$ cat src/rtl/ssm_group_accum.sv
// Group accumulator: sums n_grp per-tile partials per lane, adds a queued xD vector, emits y_final.
// Latency: last tile at cycle t with xD queued -> y_valid_o at t+2; n-tile group takes n+2 cycles.
// Backpressure: y_ready_i low holds the result in OUT and stalls tiles; xd_ready_o drops when the xD FIFO is full.

module ssm_group_accum_fifo #(
    parameter int W     = 32,
    parameter int DEPTH = 4
) (
    input  logic         clk,
    input  logic         rstn,
    input  logic         clear,
    input  logic         push,
    input  logic         pop,
    input  logic [W-1:0] wdata,
    output logic [W-1:0] rdata,
    output logic         full,
    output logic         empty
);
    localparam int PW = $clog2(DEPTH);

    logic [W-1:0]  mem [DEPTH];
    logic [PW-1:0] wptr;
    logic [PW-1:0] rptr;
    logic [PW:0]   count;

    // pointer and occupancy tracking; push+pop together leaves occupancy unchanged
    always_ff @(posedge clk or negedge rstn) begin
        if (!rstn) begin
            wptr  <= '0;
            rptr  <= '0;
            count <= '0;
        end else if (clear) begin
            wptr  <= '0;
            rptr  <= '0;
            count <= '0;
        end else begin
            if (push) wptr <= wptr + 1'b1;
            if (pop)  rptr <= rptr + 1'b1;
            if (push && !pop)      count <= count + 1'b1;
            else if (!push && pop) count <= count - 1'b1;
        end
    end

    // storage array, written only on accepted pushes
    always_ff @(posedge clk) begin
        if (push) mem[wptr] <= wdata;
    end

    assign rdata = mem[rptr];
    assign full  = (count == (PW+1)'(DEPTH));
    assign empty = (count == '0);
endmodule

module ssm_group_accum #(
    parameter int DW        = 16,
    parameter int H_TILE    = 1,
    parameter int P_TILE    = 1,
    parameter int MAX_TILES = 16,
    parameter int ACC_GUARD = 4,
    parameter int XD_DEPTH  = 4,
    parameter int SAT       = 1,
    localparam int L        = H_TILE * P_TILE,
    localparam int CW       = $clog2(MAX_TILES + 1)
) (
    input  logic            clk,
    input  logic            rstn,
    input  logic            clear_i,
    input  logic [CW-1:0]   cfg_tiles_i,
    input  logic            tile_valid_i,
    output logic            tile_ready_o,
    input  logic [L*DW-1:0] tile_data_i,
    input  logic            xd_valid_i,
    output logic            xd_ready_o,
    input  logic [L*DW-1:0] xd_data_i,
    output logic            y_valid_o,
    input  logic            y_ready_i,
    output logic [L*DW-1:0] y_data_o,
    output logic            ovf_o,
    output logic [15:0]     group_cnt_o
);
    localparam int AW = DW + ACC_GUARD;
    localparam logic [DW-1:0] Y_MAX = {1'b0, {(DW-1){1'b1}}};
    localparam logic [DW-1:0] Y_MIN = {1'b1, {(DW-1){1'b0}}};

    if (MAX_TILES > (1 << ACC_GUARD)) begin : g_guard_chk
        $error("MAX_TILES exceeds the range covered by ACC_GUARD");
    end
    if (XD_DEPTH < 2 || (XD_DEPTH & (XD_DEPTH - 1)) != 0) begin : g_depth_chk
        $error("XD_DEPTH must be a power of two and at least 2");
    end

    typedef enum logic [1:0] {ACCUM, FINAL, OUT} state_t;

    state_t                 state;
    state_t                 state_nxt;
    logic [CW-1:0]          cnt;
    logic [CW-1:0]          n_grp;
    logic signed [AW-1:0]   acc [L];
    logic signed [AW:0]     sum [L];
    logic [L-1:0]           in_rng;
    logic [L*DW-1:0]        y_nxt;
    logic                   ovf_nxt;
    logic                   pop;
    logic                   push;
    logic                   fifo_full;
    logic                   fifo_empty;
    logic [L*DW-1:0]        xd_head;
    logic                   tile_fire;
    logic                   last_tile;
    logic [CW-1:0]          cfg_eff;
    logic [CW-1:0]          n_cur;

    // a zero tile count means a single-tile group; count is latched on the first tile only
    assign cfg_eff   = (cfg_tiles_i == '0) ? CW'(1) : cfg_tiles_i;
    assign n_cur     = (cnt == '0) ? cfg_eff : n_grp;
    assign tile_fire = tile_valid_i && tile_ready_o;
    assign last_tile = tile_fire && ((cnt + CW'(1)) == n_cur);

    assign xd_ready_o = !fifo_full;
    assign push       = xd_valid_i && !fifo_full && !clear_i;
    assign y_valid_o  = (state == OUT);

    ssm_group_accum_fifo #(.W(L*DW), .DEPTH(XD_DEPTH)) u_xd_fifo (
        .clk   (clk),
        .rstn  (rstn),
        .clear (clear_i),
        .push  (push),
        .pop   (pop),
        .wdata (xd_data_i),
        .rdata (xd_head),
        .full  (fifo_full),
        .empty (fifo_empty)
    );

    // state register
    always_ff @(posedge clk or negedge rstn) begin
        if (!rstn)        state <= ACCUM;
        else if (clear_i) state <= ACCUM;
        else              state <= state_nxt;
    end

    // next-state, tile acceptance and xD pop
    always_comb begin
        state_nxt    = state;
        tile_ready_o = 1'b0;
        pop          = 1'b0;
        case (state)
            ACCUM: begin
                tile_ready_o = 1'b1;
                if (last_tile) state_nxt = FINAL;
            end
            FINAL: begin
                if (!fifo_empty) begin
                    pop       = 1'b1;
                    state_nxt = OUT;
                end
            end
            OUT: begin
                if (y_ready_i) state_nxt = ACCUM;
            end
            default: state_nxt = ACCUM;
        endcase
        if (clear_i) pop = 1'b0;
    end

    // skip-add per lane with saturate-or-wrap and out-of-range detection
    always_comb begin
        y_nxt   = '0;
        ovf_nxt = 1'b0;
        in_rng  = '0;
        for (int k = 0; k < L; k++) begin
            sum[k]    = (AW+1)'(acc[k]) + (AW+1)'($signed(xd_head[DW*(k+1)-1 -: DW]));
            in_rng[k] = (&sum[k][AW:DW-1]) | ~(|sum[k][AW:DW-1]);
            y_nxt[DW*(k+1)-1 -: DW] = sum[k][DW-1:0];
            if (!in_rng[k]) begin
                ovf_nxt = 1'b1;
                if (SAT != 0) y_nxt[DW*(k+1)-1 -: DW] = sum[k][AW] ? Y_MIN : Y_MAX;
            end
        end
    end

    // tile accumulation, result capture and sticky overflow
    always_ff @(posedge clk or negedge rstn) begin
        if (!rstn) begin
            cnt      <= '0;
            n_grp    <= CW'(1);
            y_data_o <= '0;
            ovf_o    <= 1'b0;
            for (int k = 0; k < L; k++) acc[k] <= '0;
        end else if (clear_i) begin
            cnt   <= '0;
            ovf_o <= 1'b0;
            for (int k = 0; k < L; k++) acc[k] <= '0;
        end else begin
            if (tile_fire) begin
                for (int k = 0; k < L; k++) begin
                    if (cnt == '0) acc[k] <= AW'($signed(tile_data_i[DW*(k+1)-1 -: DW]));
                    else           acc[k] <= acc[k] + AW'($signed(tile_data_i[DW*(k+1)-1 -: DW]));
                end
                if (cnt == '0) n_grp <= cfg_eff;
                cnt <= last_tile ? '0 : cnt + 1'b1;
            end
            if (pop) begin
                y_data_o <= y_nxt;
                if (ovf_nxt) ovf_o <= 1'b1;
            end
        end
    end

    // delivered-group counter; survives flush, wraps naturally
    always_ff @(posedge clk or negedge rstn) begin
        if (!rstn)                                       group_cnt_o <= '0;
        else if (!clear_i && state == OUT && y_ready_i)  group_cnt_o <= group_cnt_o + 1'b1;
    end
endmodule

$ cat config.mk
export PLATFORM = sky130hd
export DESIGN_NAME = ssm_group_accum
export DESIGN_NICKNAME = d
export VERILOG_FILES = /design/src/rtl/ssm_group_accum.sv
export SDC_FILE = /design/constraint.sdc
export NUM_CORES = 1
export LEC_CHECK = 0
export CAP_MARGIN = 10
export CORE_AREA = 2 2 128 130
export CTS_CLUSTER_DIAMETER = 100
export DETAILED_ROUTE_END_ITERATION = 12
export DIE_AREA = 0 0 130 132
export PLACE_DENSITY = 0.81
export SYNTH_ARGS = -nofsm -noshare
export SYNTH_HDL_FRONTEND = slang
export SYNTH_SLANG_ARGS = --single-unit
$ cat constraint.sdc
create_clock -name clk -period 6.4 [get_ports clk]
set_input_delay 1.92 -clock clk [delete_from_list [all_inputs] [get_ports clk]]
set_output_delay 1.92 -clock clk [all_outputs]
set_load 0.03 [all_outputs]
; ---- Word-level counts from Yosys, hierarchy flattened
; Memory sizes are Yosys's and may differ from the RTL's.
; Index checks and enable logic that the tools add are counted.
; Widths: inputs -> output; s select.
[word_totals]
reg_bits = 72
ram_bits = 64
input_bits = 43
word_cells = 87
memories = 1
[op_classes]
addsub = 8
n_eq_ne = 8
muxes = 31
n_bitwise = 3
n_reduce_logical = 26
[mem_list]
columns = name, depth, width, read_ports, rd_ports_with_merged_regs, wr, line
row1 = u_xd_fifo.mem, 4, 16, 1, 0, 1, 21  ; logic [W-1:0] mem [DEPTH];
[ops]
columns = op, count
row1 = $mux 20, 3
row2 = $mux 16, 2
row3 = $mux 5, 5
row4 = $add 20x16->21, 1
row5 = $add 20x16->20, 1
row6 = $add 16x1->16 const B, 1
row7 = $mux 2, 8
row8 = $logic_not 5->1, 2
row9 = $mux 1, 9
row10 = $mux 3, 3
row11 = $logic_and 1x1->1, 8
row12 = $ne 3x3->1 const B, 2
row13 = $pmux 2 s3, 1
row14 = $reduce_and 2->1, 3
row15 = $reduce_and 6->1, 1
row16 = $reduce_bool 2->1, 3
row17 = $reduce_or 6->1, 1
row18 = $add 5x1->5 const B, 1
row19 = $eq 5x5->1, 1
row20 = $add 2x1->2 const B, 2
row21 = $logic_not 1->1, 4
row22 = $add 3x1->3 const B, 1
row23 = $eq 3x3->1 const B, 1
row24 = $logic_not 3->1, 1
row25 = other kinds (10), 11

; ---- Depth between registers and ports, before layout
; Gate-level depths: netlist of the first run.
[logic_depth]
ltp_word = 9
ltp_mapped = 14

; ---- Modules after synthesis
; A second synthesis of the first run with hierarchy kept.
[hier_totals]
hier_cells = 647
area_unflattened_um2 = 7577.3
[modules_own_cells]
columns = mod, instances, cells_each, area_each_um2, seq_area_each_um2
row1 = ssm_group_accum, 1, 520, 4792.1, 1627.8
row2 = ssm_group_accum_fifo, 1, 127, 2785.2, 2097.0

; ---- Worst setup path after synthesis of the first run
; Ideal clock, no wire load.
[synth_timing]
path_kind = register to register
from = reg u_xd_fifo.rptr[0]
to = reg y_data_o[10]
arrival_ns = 4.112
t_required_ns = 6.260
path_slack_ns = 2.148
stages_incl_launch_ff = 14
path_buffers = 4
synth_period_minus_slack_ns = 4.252
cell_sequence = dfrtp_1 -> clkbuf_1 -> clkbuf_1 -> mux4_2 -> ha_1 -> buf_2 -> a2111o_1 -> a31oi_1 -> a2bb2oi_1 -> a31oi_1 -> or2_2 -> a41oi_1 -> buf_2 -> o311ai_1
[synth_between]
elab_chain_cells = 6
[synth_rtl]
columns = item, line
row1 = start: declaration, 23  ; logic [PW-1:0] rptr;
row2 = start signal: assignment, 38  ; if (pop) rptr <= rptr + 1'b1;
row3 = $mem_v2 4x16 *, -
row4 = $add 20x16->21 *, 172  ; sum[k] = (AW+1)'(acc[k]) + (AW+1)'($signed(xd_head[DW*(k+1)-1 -: DW]));
row5 = $reduce_or 6->1, 173  ; in_rng[k] = (&sum[k][AW:DW-1]) | ~(|sum[k][AW:DW-1]);
row6 = $not 1->1, 173
row7 = $or 1x1->1, 173
row8 = $mux 16 *, 175  ; if (!in_rng[k]) begin
row9 = end signal: assignment, 204  ; y_data_o <= y_nxt;
row10 = end: declaration, 77  ; output logic [L*DW-1:0] y_data_o,
; Every way passes the cells marked *; elsewhere a longest branch is shown, timed or not.
; A chain may end at the register's enable or synchronous reset.

; ---- Worst setup path in the final report of the first run
[layout_timing]
from = in tile_data_i[0]
to = reg acc[12] in the netlist's numbering
[layout_between]
elab_chain_cells = 4
[layout_rtl]
columns = item, line
row1 = start: declaration, 71  ; input logic [L*DW-1:0] tile_data_i,
row2 = $add 20x16->20, 198  ; else acc[k] <= acc[k] + AW'($signed(tile_data_i[DW*(k+1)-1 -: DW]));
row3 = $mux 20, 197  ; if (cnt == '0) acc[k] <= AW'($signed(tile_data_i[DW*(k+1)-1 -: DW]));
row4 = $mux 20, 195  ; if (tile_fire) begin
row5 = $mux 20, 190  ; end else if (clear_i) begin
row6 = end signal: indexed assignment, 197
row7 = end signal: indexed assignment, 198
row8 = end: declaration, 98  ; logic signed [AW-1:0] acc [L];
; Every way passes these cells. The select of a mux whose other input is x is not followed.

==> results of run 1 <==
==> layout make-up <==
class | instances | area, um2 | share of cell area [%]
Timing Repair Buffer | 85 | 831 | 8.86
Sequential cell | 136 | 3720 | 39.7
Tap cell | 216 | 270 | 2.88
Clock buffer | 26 | 520 | 5.55
Inverter | 19 | 71.3 | 0.760
Multi-Input combinational cell | 520 | 3850 | 41.1
Clock inverter | 6 | 111 | 1.19
==> power breakdown <==
part	internal [W]	leakage, nW	switching (W)
Sequential	0.00101	1.52	0.0000602
Combinational	0.000340	1.91	0.000469
Clock	0.000678	0.306	0.000355
Total	0.00203	3.74	0.000884
==> final timing paths <==
path / to / slack (ns) / cells after the start
max: acc[12]$_DFFE_PN0P_ / 1.60 / 12
min: group_cnt_o[15]$_DFFE_PN0P_ / 0.48 / 1
max reg2reg: y_data_o[4]$_DFFE_PN0P_ / 2.01 / 12
min reg2reg: group_cnt_o[15]$_DFFE_PN0P_ / 0.48 / 1
max in group asynchronous: group_cnt_o[3]$_DFFE_PN0P_ / 4.14 / 1
min in group asynchronous: u_xd_fifo.count[0]$_DFFE_PN0P_ / 1.62 / 1
==> cell usage after synthesis, types with 15 or more instances <==
cell type	count	area, um2
sky130_fd_sc_hd__edfxtp_1	64	1920
sky130_fd_sc_hd__nand2_1	68	255
sky130_fd_sc_hd__xnor2_1	38	333
sky130_fd_sc_hd__clkbuf_1	21	78.8
sky130_fd_sc_hd__a21oi_1	39	195
sky130_fd_sc_hd__nor2_1	67	251
sky130_fd_sc_hd__a211oi_1	16	120
sky130_fd_sc_hd__xor2_1	16	140
sky130_fd_sc_hd__ha_1	46	576
sky130_fd_sc_hd__dfrtp_1	71	1780
sky130_fd_sc_hd__mux4_2	16	360
sky130_fd_sc_hd__inv_1	19	71.3
sky130_fd_sc_hd__o21ai_0	25	125
sky130_fd_sc_hd__nand3_1	15	75.1
==> flip-flops by register name, indices dropped and copies added (netlist names) <==
name             count
u_xd_fifo.mem       64
acc                 20
group_cnt_o         16
y_data_o            16
cnt                  5
n_grp                5
u_xd_fifo.count      3
state                2
u_xd_fifo.rptr       2
u_xd_fifo.wptr       2
ovf_o                1
==> per-stage QoR <==
stage                     util [%]  cells  instance area (um2)  hold slack [ns]
after floorplan                  -    702                 7750            0.450
after global placement        55.7    976                 8750            0.462
after detailed placement      55.7    976                 8750            0.470
after CTS                     59.7   1008                 9380            0.478
after global routing          59.7   1008                 9380            0.508
final                         59.7   1008                 9380            0.479
==> logic make-up (layout without fill, tap and decap cells) <==
| family | count (synthesis) | after routing | synth area share [%] |
|---|---|---|---|
| AOI/OAI and AO/OA | 168 | 168 | 15.7 |
| xor gates and xnor gates | 54 | 54 | 6.10 |
| adders and majority gates | 49 | 49 | 8.20 |
| buffers and inverters | 46 | 136 | 2.36 |
| DFF | 136 | 136 | 48.0 |
| muxes | 28 | 28 | 6.29 |
| and+or+nand+nor | 221 | 221 | 13.3 |
==> critical path: stages <==
cell and delay, ns:
sky130_fd_sc_hd__clkdlybuf4s50_1 0.52, sky130_fd_sc_hd__ha_1 0.23, sky130_fd_sc_hd__inv_1 0.07, sky130_fd_sc_hd__fa_1 0.37, sky130_fd_sc_hd__nand2b_1 0.20, sky130_fd_sc_hd__a21oi_1 0.28
sky130_fd_sc_hd__o311ai_0 0.26, sky130_fd_sc_hd__a21oi_1 0.38, sky130_fd_sc_hd__o21a_1 0.18, sky130_fd_sc_hd__or3_1 0.09, sky130_fd_sc_hd__or3b_2 0.43, sky130_fd_sc_hd__a211oi_1 0.20
==> per-layer routing <==
metal	track usage, %	wire length [um]	vias up
li1	-	-	2787
met1	28.0	7640	2851
met2	36.3	8730	174
met3	4.18	827	40
met4	8.30	507	0
met5	0	0	-
==> impl_table.tex, run 1 <==
\begin{tabular}{lr}
\hline
Metric & Value \\
\hline
\multicolumn{2}{l}{\textbf{Power and ir drop}} \\
\quad Post-layout power & 0.00291 W \\
\quad VDD IR max & 0.000241 V \\
\quad Static Leakage & 3.74 nW \\
\quad Total power divided by cell area & 310 mW/mm2 \\
\multicolumn{2}{l}{\textbf{Placed design}} \\
\quad Routability Congestion & 0.865 \\
\quad Dpl ws & 1.26 ns \\
\quad Detail Placement HPWL & 12,300 um \\
\quad I/O Buffers & 78 \\
\multicolumn{2}{l}{\textbf{STA}} \\
\quad Setup TNS & 0 ns \\
\quad Post-Route Skew & 0.0114 ns \\
\quad Total count of max-transition violations in the final report & 0 \\
\quad Final setup margin & 1.60 ns \\
\quad Final min period & 4.80 ns \\
\quad F\_max & 0.208 GHz \\
\quad Share of the clock period used by the worst path & 75.0\% \\
\quad Worst max-slew margin expressed relative to the limit & 37.8\% \\
\quad Transition at the pin with the smallest max-transition slack & 0.933 ns \\
\quad Final number of hold-violating endpoints & 0 \\
\quad RSZ-0062 raised after global routing & no \\
\quad Final count of negative-setup-slack endpoints & 0 \\
\multicolumn{2}{l}{\textbf{GRT}} \\
\quad Aggregate global routing overflow & 0 \\
\quad Largest net degree at the start of global routing & 73 \\
\quad Via count of the first global-routing pass & 5,809 \\
\quad Wire length of the first global-routing pass & 29,100 um \\
\quad Number of antenna violations at the first check in global routing & 0 \\
\quad Global-route usage over all layers & 21.8\% \\
\multicolumn{2}{l}{\textbf{Synthesis}} \\
\quad Syn Area/Cell & 11.0 um2 \\
\quad Register area share after synthesis & 48.0\% \\
\quad Most used flip-flop cell after synthesis & sky130\_fd\_sc\_hd\_\_dfrtp\_1 \\
\quad Number of enable-type register cells in the synthesized netlist & 64 \\
\quad Number of nets in the synthesized netlist & 794 \\
\quad Number of instances in the synthesized netlist & 702 \\
\quad Count of distinct cell types in the synthesized netlist & 67 \\
\quad Fraction of registers with async set/reset & 52.9\% \\
\quad Count of synthesis-stage warnings from yosys & 0 \\
\quad Number of synthesized register bits & 136 \\
\quad Combined area of all synthesized cells & 0.00775 mm2 \\
\multicolumn{2}{l}{\textbf{Setup path}} \\
\quad Worst EP arrival & 5.12 ns \\
\quad Largest fanout on the critical path & 4 \\
\quad Crit path launch type & input pin \\
\quad Data required time of the critical path & 6.73 ns \\
\quad Type of element capturing the critical path & register \\
\quad Startpoint of the most critical register-to-register path & u\_xd\_fifo.rptr[1]\$\_DFFE\_PN0P\_ \\
\quad Worst setup path startpoint & tile\_data\_i[0] \\
\quad CP Class & in2reg \\
\multicolumn{2}{l}{\textbf{Detailed routing}} \\
\quad DRC violations left & 0 \\
\quad Router iterations before antenna repair & 5 \\
\quad Total number of vias & 5,852 \\
\quad Iteration-0 DRC count of the detailed router & 462 \\
\quad Via-to-Cell Ratio & 5.81 \\
\quad DRT Wirelength & 17,700 um \\
\quad Post-detailed-route count of antenna-violating nets & 0 \\
\quad Post-DR wirelength/cell & 17.6 um \\
\multicolumn{2}{l}{\textbf{Min path}} \\
\quad Path type of the worst min-delay path & reg2reg \\
\quad Hold Path Origin & group\_cnt\_o[15]\$\_DFFE\_PN0P\_ \\
\multicolumn{2}{l}{\textbf{Floorplan}} \\
\quad Die width & 130 um \\
\quad I/O pin count & 79 \\
\quad Area of the core region & 0.0157 mm2 \\
\quad Overall die height & 132 um \\
\quad Starting utilization of the core area & 49.3\% \\
\quad Die Footprint & 0.0172 mm2 \\
\quad FP Rows & 46 \\
\multicolumn{2}{l}{\textbf{Clock network}} \\
\quad Post-cts sizing count & 0 \\
\quad Max Root-Sink Buffers & 2 \\
\quad Post-CTS Setup Bufs & 0 \\
\quad Root buf cell & sky130\_fd\_sc\_hd\_\_clkbuf\_16 \\
\quad Number of buffers inserted during clock tree synthesis & 17 \\
\quad Clk\_lat worst skew & 0.42 ns \\
\quad Hold-fix buffers at CTS & 0 \\
\quad Clock tree from TritonCTS & yes \\
\quad Clock net sink count & 136 \\
\quad Clk slew on worst S/H paths & 0.06 ns \\
\quad Level count of the clock H-tree & 4 \\
\multicolumn{2}{l}{\textbf{Run}} \\
\quad Maxcap violations & 0 \\
\multicolumn{2}{l}{\textbf{Final layout}} \\
\quad Fin nets & 871 \\
\quad Diodes inserted & 0 \\
\quad Fraction of layout cells with a size suffix above 1 & 9.34\% \\
\quad Leading cell types in the layout, fill and taps excluded & 77 x sky130\_fd\_sc\_hd\_\_clkdlybuf4s50\_1, 71 x sky130\_fd\_sc\_hd\_\_dfrtp\_1, 68 x sky130\_fd\_sc\_hd\_\_nand2\_1, 67 x sky130\_fd\_sc\_hd\_\_nor2\_1, 64 x sky130\_fd\_sc\_hd\_\_edfxtp\_1 \\
\quad Filler Cells Inserted & 1,212 \\
\quad Area added between synthesis and finish & 21.0\% \\
\quad Commonest non-fill, non-tap cell in the layout & sky130\_fd\_sc\_hd\_\_clkdlybuf4s50\_1 \\
\multicolumn{2}{l}{\textbf{Run status}} \\
\quad Run status & completed \\
\hline
\end{tabular}
Note: power is estimated with default switching activity, not from simulation.
==> run 2, diff against run 1 <==
--- a/config.mk
+++ b/config.mk
@@ -10,7 +10,7 @@
 export CTS_CLUSTER_DIAMETER = 100
 export DETAILED_ROUTE_END_ITERATION = 12
 export DIE_AREA = 0 0 130 132
-export PLACE_DENSITY = 0.81
+export PLACE_DENSITY = 0.83
 export SYNTH_ARGS = -nofsm -noshare
 export SYNTH_HDL_FRONTEND = slang
 export SYNTH_SLANG_ARGS = --single-unit
==> constraint.sdc (replaced) <==
create_clock -name clk -period 4.2 [get_ports clk]
set_input_delay 1.26 -clock clk [delete_from_list [all_inputs] [get_ports clk]]
set_output_delay 1.26 -clock clk [all_outputs]
set_load 0.03 [all_outputs]
==> impl_table.tex, run 2 (synthesis results as in run 1) <==
\begin{tabular}{lr}
\hline
Metric & Value \\
\hline
\multicolumn{2}{l}{\textbf{Run status}} \\
\quad Run status & completed \\
\multicolumn{2}{l}{\textbf{Setup path}} \\
\quad Crit path launch type & register \\
\quad Data required time of the critical path & 4.48 ns (-2.25 ns) \\
\quad Critical-path cell with the highest stage delay & sky130\_fd\_sc\_hd\_\_mux4\_2 \\
\quad Cells along the critical path & buf\_4, mux4\_2, ha\_1, a21oi\_1, o21ai\_0, a2111oi\_4, o31ai\_2, xor2\_2, o41ai\_4, buf\_4, o311ai\_0 \\
\quad Type of element capturing the critical path & register \\
\quad Largest fanout on the critical path & 16 (+12) \\
\quad CP Class & reg2reg \\
\quad Worst EP arrival & 4.25 ns (-0.87 ns) \\
\quad Delay contributed by the slowest stage of the critical path & 0.57 ns (+0.05 ns) \\
\quad CP most frequent cell & sky130\_fd\_sc\_hd\_\_buf\_4 \\
\multicolumn{2}{l}{\textbf{Placed design}} \\
\quad I/O Buffers & 78 (unchanged) \\
\quad Routability Congestion & 0.886 (+2.4\%) \\
\quad Detail Placement HPWL & 13,100 um (+6.7\%) \\
\quad Placed instance area & 0.00885 mm2 (+1.2\%) \\
\multicolumn{2}{l}{\textbf{Detailed routing}} \\
\quad Top routing layer in use & met4 \\
\quad DRT Wirelength & 18,700 um (+5.4\%) \\
\quad Iteration-0 DRC count of the detailed router & 496 (+7.4\%) \\
\quad Met2 routed WL & 9390 um (+7.6\%) \\
\quad Total number of vias & 5,927 (+1.3\%) \\
\quad Via-to-Cell Ratio & 5.80 (-0.11\%) \\
\quad Detailed-routing wirelength on met1 & 7680 um (+0.58\%) \\
\quad Detailed route wirelength on metal3 & 874 um (+5.7\%) \\
\quad Post-DR wirelength/cell & 18.3 um (+4.0\%) \\
\quad Router iterations before antenna repair & 6 (+1) \\
\quad DRC violations left & 0 (unchanged) \\
\quad Post-detailed-route count of antenna-violating nets & 0 (unchanged) \\
\multicolumn{2}{l}{\textbf{Final layout}} \\
\quad Leading cell types in the layout, fill and taps excluded & 77 x sky130\_fd\_sc\_hd\_\_clkdlybuf4s50\_1, 71 x sky130\_fd\_sc\_hd\_\_dfrtp\_1, 68 x sky130\_fd\_sc\_hd\_\_nand2\_1, 67 x sky130\_fd\_sc\_hd\_\_nor2\_1, 64 x sky130\_fd\_sc\_hd\_\_edfxtp\_1 \\
\quad Fin nets & 885 (+1.6\%) \\
\quad Fraction of layout cells with a size suffix above 1 & 11.2\% (+1.8 points) \\
\quad Commonest non-fill, non-tap cell in the layout & sky130\_fd\_sc\_hd\_\_clkdlybuf4s50\_1 \\
\quad Regs by FF count & u\_xd\_fifo.mem: 64 flops, acc: 20 flops \\
\quad Diodes inserted & 0 (unchanged) \\
\quad Post-layout utilization of the core & 60.4\% (+0.67 points) \\
\quad Cell area after layout & 0.00949 mm2 (+1.1\%) \\
\quad Top register by number of flip-flops & u\_xd\_fifo.mem \\
\quad Area added between synthesis and finish & 22.4\% \\
\quad Max FFs per register & 64 (unchanged) \\
\multicolumn{2}{l}{\textbf{Clock network}} \\
\quad Clock tree from TritonCTS & yes \\
\quad Max Root-Sink Buffers & 2 (unchanged) \\
\quad Clk slew on worst S/H paths & 0.06 ns (about the same) \\
\quad Post-CTS Setup Bufs & 0 (unchanged) \\
\quad Clk\_lat worst skew & 0.43 ns (about the same) \\
\quad Level count of the clock H-tree & 4 (unchanged) \\
\quad Number of buffers inserted during clock tree synthesis & 17 (unchanged) \\
\quad Hold-fix buffers at CTS & 0 (unchanged) \\
\quad Clock net sink count & 136 (unchanged) \\
\quad Root buf cell & sky130\_fd\_sc\_hd\_\_clkbuf\_16 \\
\multicolumn{2}{l}{\textbf{STA}} \\
\quad Worst max-slew margin expressed relative to the limit & 36.0\% (-1.8 points) \\
\quad Total count of max-transition violations in the final report & 0 (unchanged) \\
\quad RSZ-0062 raised after global routing & no \\
\quad Post-Route Skew & 0.00812 ns (-0.00325 ns) \\
\quad F\_max & 0.252 GHz \\
\quad Share of the clock period used by the worst path & 94.5\% \\
\quad Final number of hold-violating endpoints & 0 (unchanged) \\
\quad Final count of negative-setup-slack endpoints & 0 (unchanged) \\
\quad Transition at the pin with the smallest max-transition slack & 0.960 ns (+0.0264 ns) \\
\quad Final min period & 3.97 ns \\
\multicolumn{2}{l}{\textbf{GRT}} \\
\quad Global-route usage over all layers & 22.8\% (+1.1 points) \\
\quad Via count of the first global-routing pass & 5,978 (+2.9\%) \\
\quad Aggregate global routing overflow & 0 (unchanged) \\
\quad Largest net degree at the start of global routing & 73 (unchanged) \\
\quad Wire length of the first global-routing pass & 30,500 um (+4.8\%) \\
\quad Number of antenna violations at the first check in global routing & 0 (unchanged) \\
\multicolumn{2}{l}{\textbf{Power and ir drop}} \\
\quad VDD IR max & 0.000338 V (+40\%) \\
\quad Static Leakage & 3.80 nW (+1.6\%) \\
\quad Total power divided by cell area & 469 mW/mm2 (+51\%) \\
\multicolumn{2}{l}{\textbf{Floorplan}} \\
\quad I/O pin count & 79 (unchanged) \\
\quad Starting utilization of the core area & 49.3\% (unchanged) \\
\quad Die width & 130 um (unchanged) \\
\quad Die Footprint & 0.0172 mm2 (unchanged) \\
\quad Overall die height & 132 um (unchanged) \\
\quad FP Rows & 46 (unchanged) \\
\quad Area of the core region & 0.0157 mm2 (unchanged) \\
\multicolumn{2}{l}{\textbf{Min path}} \\
\quad Path type of the worst min-delay path & reg2reg \\
\multicolumn{2}{l}{\textbf{Run}} \\
\quad Maxcap violations & 0 (unchanged) \\
\hline
\end{tabular}
## run 2: changes by cell type in the layout (fill, tap and decap cells not counted), moves of 2 or more
cell                       delta
sky130_fd_sc_hd__xor2_2       +2
sky130_fd_sc_hd__buf_4       +14
sky130_fd_sc_hd__xor2_1       -2
sky130_fd_sc_hd__clkbuf_8     -4
sky130_fd_sc_hd__clkinv_1     +2
## run 2: per-stage QoR
step	power, W	hold WS, ns	setup TNS [ns]	cells	setup WS [ns]
2_1_floorplan	0.00248	0.450	0	702	0.138
3_3_place_gp	0.00286	0.462	0	990	0.0464
6_report	0.00444	0.478	0	1022	0.232
3_5_place_dp	0.00289	0.470	-0.0350	990	-0.0350
5_1_grt	0.00465	0.528	0	1022	0.0125
4_1_cts	0.00445	0.483	0	1022	0.200
## run 2: report_power, final
group | internal [W] | switching [W] | total, W
registers | 0.00154 | 0.0000925 | 0.00163
clock network | 0.000990 | 0.000555 | 0.00154
logic | 0.000536 | 0.000734 | 0.00127
## run 2: layout make-up
cell class	count	area, um2
well taps	216	270
flip-flops and latches	136	3720
clock inverters	12	174
inverters	19	71.3
fillers	1234	6230
multi-input cells	520	3870
clock buffers	20	437
repair buffers	99	936
## run 2: timing repair
item / 4_1_cts / 5_1_grt
setup endpoints to repair: 0 / 8
resized for setup: 0 / 4
endpoints found under the hold margin: 0 / 0
## run 2: metal layers
layer	global-route usage, %	vias up
met4	10.2	0
met2	37.8	178
met1	29.0	2884
met3	4.46	53
li1	-	2812
met5	0	-
## run 2: worst paths after layout
kind                                                    start                             end  slack [ns]  depth (start not counted)
max in group asynchronous                                rstn        y_data_o[11]$_DFFE_PN0P_        2.62                          1
worst max-delay path            u_xd_fifo.rptr[0]$_DFFE_PN0P_         y_data_o[2]$_DFFE_PN0P_        0.23                         11
min in group asynchronous                                rstn  u_xd_fifo.count[2]$_DFFE_PN0P_        0.97                          1
worst min-delay path                 y_data_o[15]$_DFFE_PN0P_        y_data_o[15]$_DFFE_PN0P_        0.48                          2
worst max register to register  u_xd_fifo.rptr[0]$_DFFE_PN0P_         y_data_o[2]$_DFFE_PN0P_        0.23                         11
worst min register to register       y_data_o[15]$_DFFE_PN0P_        y_data_o[15]$_DFFE_PN0P_        0.48                          2
## run 2: worst max-delay path, delay by kind of cell, from the launching register on
family	cells	cell delay, ns
muxes	1	0.57
buffers and inverters	2	0.54
xor gates and xnor gates	1	0.18
DFF	1	0.52
adders and majority gates	1	0.41
AOI/OAI and AO/OA	6	1.59
==> RTL change (flow settings as in run 1) <==
`DW`: 16 -> 18.
--- a/src/rtl/ssm_group_accum.sv
+++ b/src/rtl/ssm_group_accum.sv
@@ -54,3 +54,3 @@
 module ssm_group_accum #(
-    parameter int DW        = 16,
+    parameter int DW        = 18,
     parameter int H_TILE    = 1,
Ports: changed (resized tile_data_i, xd_data_i and y_data_o); port bits go from 79 to 85. No check against the original RTL was run, so the function may have changed too.
==> RTL change against run 1 <==
Global-route usage is 2.0 points higher. Sequential cell count rose by 12. Setup slack gained 0.0081 ns. Wire length rose by 7.3%. Critical path depth did not move. Synthesized area increased by 8.3%. Power rose by 1.2%. Synthesized cell count rose by 5.6%. Final area increased by 6.5%. Fmax is 0.17% higher. Cell count grew 4.4%. Critical endpoint is now y_data_o[8].
==> RTL change: results (changes against run 1) <==
outcome completed; 1st-iter DRT viols 479 (+3.7%); deepest clock path buffer count 2 (unchanged); Cell variety after synth 71 (+6.0%); EDFF count, synth 72 (+13%); Largest regs u_xd_fifo.mem: 72 flops, acc: 22 flops, y_data_o: 18 flops; top cells by area, synth edfxtp_1, dfrtp_1, ha_1; WL met3 874 um (+5.7%); Vias per Instance 5.92 (+2.1%); H-tree Lvls 4 (unchanged); routed wire length 19000 um (+7.3%); Peak VDD IR 0.000218 V (-9.3%); largest net degree at the start of global routing 77 (+5.5%); vias in the first global route 6160 (+6.0%); Leak 4.08 nW (+9.0%); Hold WC Path Type flop to flop; # nets final 923 (+6.0%); syn nets 841 (+5.9%); share of layout cells above drive strength 1 9.81% (+0.47 points); Fill cells 1223 (+0.91%); sequential area share after synthesis 48.4% (+0.39 points); worst clock skew 0.00630 ns (-0.00507 ns); port bufs 84 (+7.7%); Relative slew margins 32.0% (-5.8 points); router iterations before antenna repair 7 (+2); Routed met2 length 9580 um (+9.8%); synth cell count leaders dfrtp_1, nand2_1, edfxtp_1; gr usage total 23.7% (+2.0 points); Async SR Flop Fraction 51.4% (-1.6 points); Critical Path Fanout Max 18 (+14); DRT met1 WL 7950 um (+4.2%); GP Congestion 0.932 (+7.8%); DP Wirelength 13500 um (+9.7%); # setup viols final 0 (unchanged); setup bufs post-CTS 0 (unchanged); Worst Path Arrival 5.03 ns (-0.09 ns); global-route wire length before repair 31600 um (+8.7%)
RTL change: critical path, cell delays in order, from the launching register on:
cell and delay (ns):
dfrtp_1 0.83, buf_4 0.35, mux4_2 0.54, ha_1 0.36, a21oi_1 0.20, nand2_1 0.11, a221o_1 0.30, a31o_2 0.23
a211oi_1 0.49, mux2i_1 0.14, nand4_1 0.15, a2bb2oi_2 0.64, o311ai_0 0.25
RTL change: area by class of cell:
type	count	area (sq um)	area share [%]
Multi-Input combinational cell	548	4130	41.4
Sequential cell	148	4070	40.7
Timing Repair Buffer	90	883	8.84
Clock buffer	17	425	4.26
Tap cell	216	270	2.70
Clock inverter	15	149	1.49
Inverter	18	67.6	0.676
RTL change: cell families (layout without fill, tap and decap cells):
family | after synthesis | after routing | synth area share (%)
AO/OA/AOI/OAI | 185 | 185 | 16.1
XOR/XNOR | 54 | 54 | 5.72
adder cells (fa/ha/maj) | 53 | 53 | 8.17
buffers and inverters | 45 | 140 | 2.39
flip-flops | 148 | 148 | 48.4
multiplexers | 28 | 28 | 6.11
AND/OR/NAND/NOR | 228 | 228 | 13.0
RTL change: metal layers:
layer	vias up	global-route usage, %
li1	2962	-
met1	3055	31.2
met2	186	39.5
met3	30	3.41
met4	0	9.68
met5	-	0
RTL change: worst paths after layout:
path                              startpoint                end  slack (ns)  cells after the start
max                        u_xd_fifo.rptr[0]        y_data_o[8]        1.61                     12
min                          group_cnt_o[15]    group_cnt_o[15]        0.48                      1
max reg2reg                u_xd_fifo.rptr[0]        y_data_o[8]        1.61                     12
min reg2reg                  group_cnt_o[15]    group_cnt_o[15]        0.48                      1
max in group asynchronous               rstn     group_cnt_o[5]        4.09                      1
min in group asynchronous               rstn  u_xd_fifo.rptr[0]        1.65                      1
RTL change: power breakdown:
group | switching (W) | internal [W] | total (W) | leakage, nW
logic | 0.000461 | 0.000350 | 0.000811 | 2.13
clock network | 0.000430 | 0.000546 | 0.000976 | 0.278
registers | 0.0000656 | 0.00109 | 0.00116 | 1.67
total | 0.000956 | 0.00199 | 0.00295 | 4.08
RTL change: per-stage QoR:
stage | cells | cell area (sq um) | hold WS [ns] | worst slack [ns] | utilization, %
after floorplan | 741 | 8390 | 0.453 | 2.16 | -
after global placement | 1020 | 9420 | 0.472 | 1.35 | 60.0
after detailed placement | 1020 | 9420 | 0.476 | 1.34 | 60.0
after CTS | 1052 | 9990 | 0.485 | 1.58 | 63.6
after global routing | 1052 | 9990 | 0.505 | 1.26 | 63.6
final | 1052 | 9990 | 0.478 | 1.61 | 63.6
